===== src/rtl/rt_get_server.sv =====
// rt_get_server: queues real-time request pulses, tracks each one's age, and
// returns a one-cycle response pulse when ctrl_grant releases the oldest one.
// A sticky error flags a request left waiting past DEADLINE cycles or a
// request arriving while the queue is full.
//
// Ports:
//   clk        - clock, all state updates on the rising edge
//   rst_n      - asynchronous active-low reset
//   rt_get     - request pulse, one request per high cycle
//   ctrl_grant - serves the oldest queued request when high
//   response   - registered one-cycle pulse per served request
//   pending    - registered count of queued requests (0..DEPTH)
//   busy       - pending != 0, combinational from state
//   error      - registered, sticky until reset
module rt_get_server #(
  parameter int unsigned DEPTH    = 4,
  parameter int unsigned CNT_W    = 3,
  parameter int unsigned DEADLINE = 5,
  parameter int unsigned AGE_W    = 4
) (
  input  logic             clk,
  input  logic             rst_n,
  input  logic             rt_get,
  input  logic             ctrl_grant,
  output logic             response,
  output logic [CNT_W-1:0] pending,
  output logic             busy,
  output logic             error
);

  // Queue storage: slot 0 is the oldest entry; valid slots are contiguous from 0.
  logic [DEPTH-1:0]             r_valid;
  logic [DEPTH-1:0][AGE_W-1:0]  r_age;
  logic [CNT_W-1:0]             r_pending;
  logic                         r_response;
  logic                         r_error;

  logic [DEPTH-1:0]             w_nxt_valid;
  logic [DEPTH-1:0][AGE_W-1:0]  w_nxt_age;
  logic [CNT_W-1:0]             w_nxt_pending;
  logic [CNT_W-1:0]             w_slot;
  logic                         w_pop;
  logic                         w_full;
  logic                         w_push;
  logic                         w_ovf;
  logic                         w_miss;

  // Edge events; a pop frees a slot for a push at the same edge.
  assign w_pop  = ctrl_grant & r_valid[0];
  assign w_full = (r_pending == CNT_W'(DEPTH));
  assign w_push = rt_get & (w_pop | ~w_full);
  assign w_ovf  = rt_get & ~w_pop & w_full;
  // Only the head can be the oldest, so only the head is deadline-checked.
  assign w_miss = ~w_pop & r_valid[0] & (r_age[0] == AGE_W'(DEADLINE - 1));
  // Append position is behind the entries that survive this edge.
  assign w_slot = r_pending - CNT_W'(w_pop);

  // Next queue contents: shift on pop, age survivors, then append.
  always_comb begin
    w_nxt_valid   = r_valid;
    w_nxt_age     = r_age;
    w_nxt_pending = r_pending;
    if (w_pop) begin
      w_nxt_valid = r_valid >> 1;
      w_nxt_age   = r_age >> AGE_W;
    end
    for (int i = 0; i < int'(DEPTH); i++) begin
      if (w_nxt_valid[i] && (w_nxt_age[i] != AGE_W'(DEADLINE))) begin
        w_nxt_age[i] = w_nxt_age[i] + AGE_W'(1);
      end
    end
    for (int i = 0; i < int'(DEPTH); i++) begin
      if (w_push && (w_slot == CNT_W'(i))) begin
        w_nxt_valid[i] = 1'b1;
        w_nxt_age[i]   = '0;
      end
    end
    w_nxt_pending = r_pending + CNT_W'(w_push) - CNT_W'(w_pop);
  end

  // State registers.
  always_ff @(posedge clk or negedge rst_n) begin
    if (!rst_n) begin
      r_valid    <= '0;
      r_age      <= '0;
      r_pending  <= '0;
      r_response <= 1'b0;
      r_error    <= 1'b0;
    end else begin
      r_valid    <= w_nxt_valid;
      r_age      <= w_nxt_age;
      r_pending  <= w_nxt_pending;
      r_response <= w_pop;
      r_error    <= r_error | w_ovf | w_miss;
    end
  end

  assign response = r_response;
  assign pending  = r_pending;
  assign busy     = (r_pending != '0);
  assign error    = r_error;

endmodule


===== config.mk =====
export PLATFORM = sky130hd
export DESIGN_NAME = rt_get_server
export DESIGN_NICKNAME = d
export VERILOG_FILES = /design/src/rtl/rt_get_server.sv
export SDC_FILE = /design/constraint.sdc
export NUM_CORES = 1
export LEC_CHECK = 0
export CORE_MARGIN = 1
export CORE_UTILIZATION = 31
export DETAILED_ROUTE_END_ITERATION = 8
export PLACE_DENSITY = 0.47
export SLEW_MARGIN = 30
export SYNTH_ARGS = -nofsm -noshare
export SYNTH_HDL_FRONTEND = slang
export SYNTH_SLANG_ARGS = --single-unit

===== constraint.sdc =====
create_clock -name clk -period 2.8 [get_ports clk]
set_input_delay 0.84 -clock clk [delete_from_list [all_inputs] [get_ports clk]]
set_output_delay 0.84 -clock clk [all_outputs]
set_load 0.05 [all_outputs]

==> impl_metrics.env <==
export IMPL_path_clk_slew_ns=0.09
export IMPL_ys_warn_count=0
export IMPL_drive_gt1_share_pct=16.6
export IMPL_synth_compound_area_share_pct=13.6
export IMPL_row_count=26
export IMPL_critical_path_arrival_ns=1.82
export IMPL_min_delay_path_class="flop to flop"
export IMPL_nets=216
export IMPL_synth_fa_ha_area_share_pct=9.12
export IMPL_cts_buffers=3
export IMPL_relSlewSlack_pct=67.2
export IMPL_synth_top_family_by_area="simple AND/OR/NAND/NOR gates"
export IMPL_post_dp_hpwl_um=2900
export IMPL_maxSlewViolCount=0
export IMPL_skew_ns=0.00742
export IMPL_syn_to_final_growth_pct=17.4
export IMPL_ir_drop_uv=371
export IMPL_cap_violations=0
export IMPL_critPathCapture="busy"
export IMPL_hold_buffers=0
export IMPL_synth_nets=192
export IMPL_cts_resized=0
export IMPL_avgSynthCellArea_um2=9.82
export IMPL_cts_tree="built"
export IMPL_crit_fanout=6
export IMPL_grtUsageMet2_pct=23.4
export IMPL_die_area_mm2=0.00588
export IMPL_crit_path_start_kind="flop"
export IMPL_reg2reg_depth=8
export IMPL_final_common_cell="dfrtp_1"
export IMPL_ys_seq_area_share_pct=36.2
export IMPL_muxShareOfSynthArea_pct=15.4
export IMPL_synth_simple_area_share_pct=17.5
export IMPL_avgRoutedWirePerCell_um=14.0
export IMPL_hold_violations=0
export IMPL_r2r_start="r_valid[0]"
export IMPL_yosys_register_bits=25
export IMPL_drc=0
export IMPL_post_dp_cell_area_mm2=0.00198
export IMPL_worst_slew_pin_slew_ns=0.490
export IMPL_drt_iter0_markers=83
export IMPL_finalWirelength_um=3760
export IMPL_grt_use_met1_pct=18.5
export IMPL_met3_usage_pct=2.26
export IMPL_synth_distinct_cells=46
export IMPL_viasPerCell=5.11
export IMPL_place_congestion=0.871
export IMPL_vias=1375
export IMPL_fin_crit_sh_pct=95.0
export IMPL_drtPass1Iterations=4
export IMPL_regToRegSetupSlack_ns=0.77
export IMPL_syn_inst=176
export IMPL_fmax_mhz=376
export IMPL_crit_type="flop to output port"
export IMPL_layout_min_cycle_time_ns=2.66
export IMPL_grt_start_max_net_pins=26
export IMPL_ant_nets=0
export IMPL_grt_overflow=0
export IMPL_synth_xor_area_share_pct=2.53
export IMPL_portBuffers=9
export IMPL_cp_end_kind="output port"
export IMPL_cts_setup_buffers=0
export IMPL_coreArea_mm2=0.00524
export IMPL_r2r_end="r_age[10]"
export IMPL_die_w_um=76.7
export IMPL_cts_buffer_depth=2
export IMPL_clockRootBuffer="clkbuf_8"
export IMPL_final_area_mm2=0.00203
export IMPL_num_antenna_cells=0
export IMPL_grt_pass1_vias=1386
export IMPL_htreeDepth=1
export IMPL_critical_path_required_ns=1.96
export IMPL_gr_max_usage_layer="met2"
export IMPL_p_leak_uw=0.000996
export IMPL_status="finished, final reports clean"
export IMPL_rsz0062_at_grt="false"
export IMPL_num_io_pins=10
export IMPL_grt_usage_pct=14.2
export IMPL_powerDensity_mw_per_mm2=1140
export IMPL_die_h_um=76.7
export IMPL_numClockSinks=25
export IMPL_fin_util_pct=38.7
export IMPL_setup_viol=0
export IMPL_startpoint="pending[1]"
export IMPL_start_util_pct=33.0
export IMPL_syn_cell_area_mm2=0.00173
export IMPL_antenna_found_initial=0
export IMPL_grt_pass1_wl_um=6570
export IMPL_layout_common_cells="dfrtp_1 (25), nand2_1 (17), inv_1 (15), mux2i_1 (15), buf_4 (15)"
export IMPL_clk_latency_ns=0.27
-- per-stage QoR --
stage / hold WS (ns) / setup WS (ns) / setup TNS, ns / instances / total power, uW
2_1_floorplan: 0.525 / 0.265 / 0 / 176 / 1690
3_3_place_gp: 0.474 / -0.00720 / -0.0112 / 265 / 2070
3_5_place_dp: 0.485 / -0.0180 / -0.0337 / 265 / 2110
4_1_cts: 0.507 / 0.110 / 0 / 269 / 2340
5_1_grt: 0.540 / 0.0748 / 0 / 269 / 2540
6_report: 0.497 / 0.141 / 0 / 269 / 2310
-- report_power, final --
part	total, uW	internal, uW	switching, uW
logic	1370	630	738
clock network	216	99.6	116
registers	725	534	191
-- critical path, cell delays in order, from the launching register on --
cell and delay [ns]:
dfrtp_1 0.46, or3_1 0.39, clkdlybuf4s50_1 0.70
-- metal layers --
layer / part of all wire [%] / up-vias
li1: - / 670
met1: 47 / 676
met2: 49 / 24
met3: 2.5 / 5
met4: 1.5 / 0
met5: 0 / -
-- worst min-delay path by stage --
| stage | to | slack (ns) | cells past startpoint | start |
|---|---|---|---|---|
| after floorplan | r_valid[3] | 0.53 | 1 | r_valid[3] |
| after global placement | error | 0.47 | 1 | error |
| after detailed placement | error | 0.48 | 1 | error |
| after CTS | error | 0.51 | 1 | error |
| after global routing | error | 0.54 | 1 | error |
| final | error | 0.50 | 1 | error |
-- cell type report --
class | count | area (um2)
fillers | 529 | 3210
multi-input cells | 130 | 1010
flip-flops and latches | 25 | 626
repair buffers | 24 | 203
well taps | 70 | 87.6
inverters | 16 | 61.3
clock buffers | 3 | 41.3
clock inverters | 1 | 5.00
-- registers in the layout, indices dropped and copies added, names as in the netlist --
register	count
error	1
pending	3
r_age	16
r_valid	4
response	1
-- cell families (layout without fill, tap and decap cells) --
group / Yosys count / in the layout
fa+ha+maj: 12 / 12
compound gates: 31 / 31
flops: 25 / 25
xor+xnor: 5 / 5
mux: 25 / 25
simple gates: 57 / 57
buf+inv: 21 / 44
-- cell usage after synthesis (all sizes together) --
cell type / count / area share, %
and3: 3 / 1.1
dfrtp: 25 / 36
xnor2: 4 / 2.0
nand3: 2 / 0.58
nand4: 5 / 1.8
buf: 4 / 1.9
nand4b: 1 / 0.51
o211a: 1 / 0.58
o21ai: 5 / 1.4
nand2b: 8 / 2.9
inv: 15 / 3.3
and2: 1 / 0.36
ha: 11 / 8.0
and3b: 1 / 0.51
a2111oi: 1 / 0.51
xor2: 1 / 0.51
fa: 1 / 1.2
nor2: 9 / 2.0
clkbuf: 1 / 0.22
nand2: 18 / 4.3
a21oi: 6 / 1.7
or3: 2 / 0.72
mux2: 10 / 6.7
o2111ai: 3 / 1.9
a211oi: 3 / 1.3
o211ai: 4 / 2.3
nor3: 4 / 1.4
nand3b: 1 / 0.43
o221ai: 1 / 0.51
o21bai: 1 / 0.43
mux2i: 15 / 8.7
o21a: 2 / 0.87
or3b: 1 / 0.51
a21o: 2 / 0.87
nor2b: 1 / 0.36
clkinv: 1 / 0.29
a311o: 1 / 0.58
a221o: 1 / 0.58
Note: power is estimated with default switching activity, not from simulation.
==> edit, RTL diff (config.mk and constraints unchanged) <==
Set the parameter `CNT_W` to 2 (it was 3).
--- a/src/rtl/rt_get_server.sv
+++ b/src/rtl/rt_get_server.sv
@@ -14,7 +14,7 @@
 //   error      - registered, sticky until reset
 module rt_get_server #(
   parameter int unsigned DEPTH    = 4,
-  parameter int unsigned CNT_W    = 3,
+  parameter int unsigned CNT_W    = 2,
   parameter int unsigned DEADLINE = 5,
   parameter int unsigned AGE_W    = 4
 ) (
Ports: changed (resized pending); port bits go from 10 to 9. The function was not compared with the original's and may differ.
==> edit against the original RTL <==
- hold slack better by 0.023 ns
- cell count shrank 12%
- critical path type unchanged
- first-iteration DRC count is 67% lower
- highest routed layer unchanged
- routed wire length fell by 2.8%
- sequential cell count shrank 1
- design area decreased by 12%
- utilization shrank 1.4 points
- area after synthesis decreased by 11%
- via count fell by 9.9%
- critical path depth grew 1
- worst setup slack worse by 0.027 ns
Power is left out: it rests on default switching activity, and per cell area and clock period it moved more than threefold.
==> edit: results <==
place:
  port_buffers: 8
  place_hpwl_mm: 2.756
  gp_congestion: 0.8493
synth:
  syn-num-nets: 165
  synth-xor-area-share_pct: 2.286
  synth_common_cells: "dfrtp_1, mux2i_1, nor2_1"
  synth_adder_area_share_pct: 4.082
  yosysSeqAreaShare_pct: 39.18
  synth_mux_area_share_pct: 15.67
  synthTopCellsByArea: "dfrtp_1, mux2i_1, ha_1"
  synth_compound_gate_area_share_pct: 16.41
global_routing:
  grt_max_degree: 25
  track_usage_pct: 15.58
  grt_pass1_wl_mm: 6.292
  grt_pass1_vias: 1323
setup_path:
  cp_slowest_stage_delay_ns: 0.80
  worstRegToRegCells: 6
  cp.arrival_ns: 1.85
  crit_fanout: 11
cts:
  cts_max_level: 1
worst_hold_path:
  min_path_cells: 2
drt:
  drt-total-wl_mm: 3.654
  drt_iter0_markers: 27
sta:
  maxSlewHeadroom_pct: 66.83
run_status:
  status: "finished, final reports clean"
## edit: cell types whose count changed in the layout (fill, tap and decap cells not counted), sizes merged, moves of 5 or more
cell / delta
nand2: -10
inv: -9
ha: -6
buf: -5
nor2: +5
mux2: -5
## edit: cell families (layout without fill, tap and decap cells)
family / after synthesis / after routing
mux: 23 / 23
flops: 24 / 24
simple gates: 51 / 51
xor+xnor: 4 / 4
buf+inv: 13 / 28
fa+ha+maj: 5 / 5
compound gates: 36 / 36
## edit: worst paths after layout
| path | start | endpoint | slack (ns) |
|---|---|---|---|
| setup reg to reg | r_valid[0]$_DFF_PN0_ | r_age[7]$_DFF_PN0_ | 0.76 |
| hold reg to reg | error$_DFF_PN0_ | error$_DFF_PN0_ | 0.52 |
| max in group asynchronous | rst_n | r_age[14]$_DFF_PN0_ | 1.63 |
| setup / recovery | pending[1]$_DFF_PN0_ | busy | 0.11 |
| hold / removal | error$_DFF_PN0_ | error$_DFF_PN0_ | 0.52 |
| min in group asynchronous | rst_n | r_age[0]$_DFF_PN0_ | 0.92 |
## edit: stage by stage
stage / utilization [%] / setup WS [ns] / std cells / hold WS, ns / area, µm²
floorplan: - / 0.5772 / 156 / 0.5168 / 1533
global placement: 36.50 / 0.02998 / 235 / 0.5035 / 1735
detailed placement: 36.50 / -0.005487 / 235 / 0.4996 / 1735
CTS: 37.37 / 0.1078 / 238 / 0.5250 / 1777
global route: 37.37 / 0.01622 / 238 / 0.5537 / 1777
finish: 37.37 / 0.1137 / 238 / 0.5192 / 1777
## edit: layout make-up
cell class / count / area [µm²]
fillers: 488 / 2978
multi-input cells: 119 / 864.6
flip-flops and latches: 24 / 600.6
repair buffers: 18 / 155.1
well taps: 67 / 83.83
clock buffers: 3 / 41.29
inverters: 7 / 31.28
## edit: metal layers
metal	vias to the layer above	part of all wire, %	wire (µm)	GRT usage, %
li1	602	-	-	-
met1	616	47	1723	18.96
met5	-	0	0	0
met4	0	1.5	53	4.793
met3	6	2.4	89	3.611
met2	15	49	1787	27.21
## edit: worst reg2reg max path: cells and delay by family, from the launching register on
family	cells	cell delay [ns]
buffers and inverters	1	0.07
adders and majority gates	1	0.23
DFF	1	0.58
and+or+nand+nor	1	0.14
AOI/OAI and AO/OA	1	0.39
muxes	2	0.56
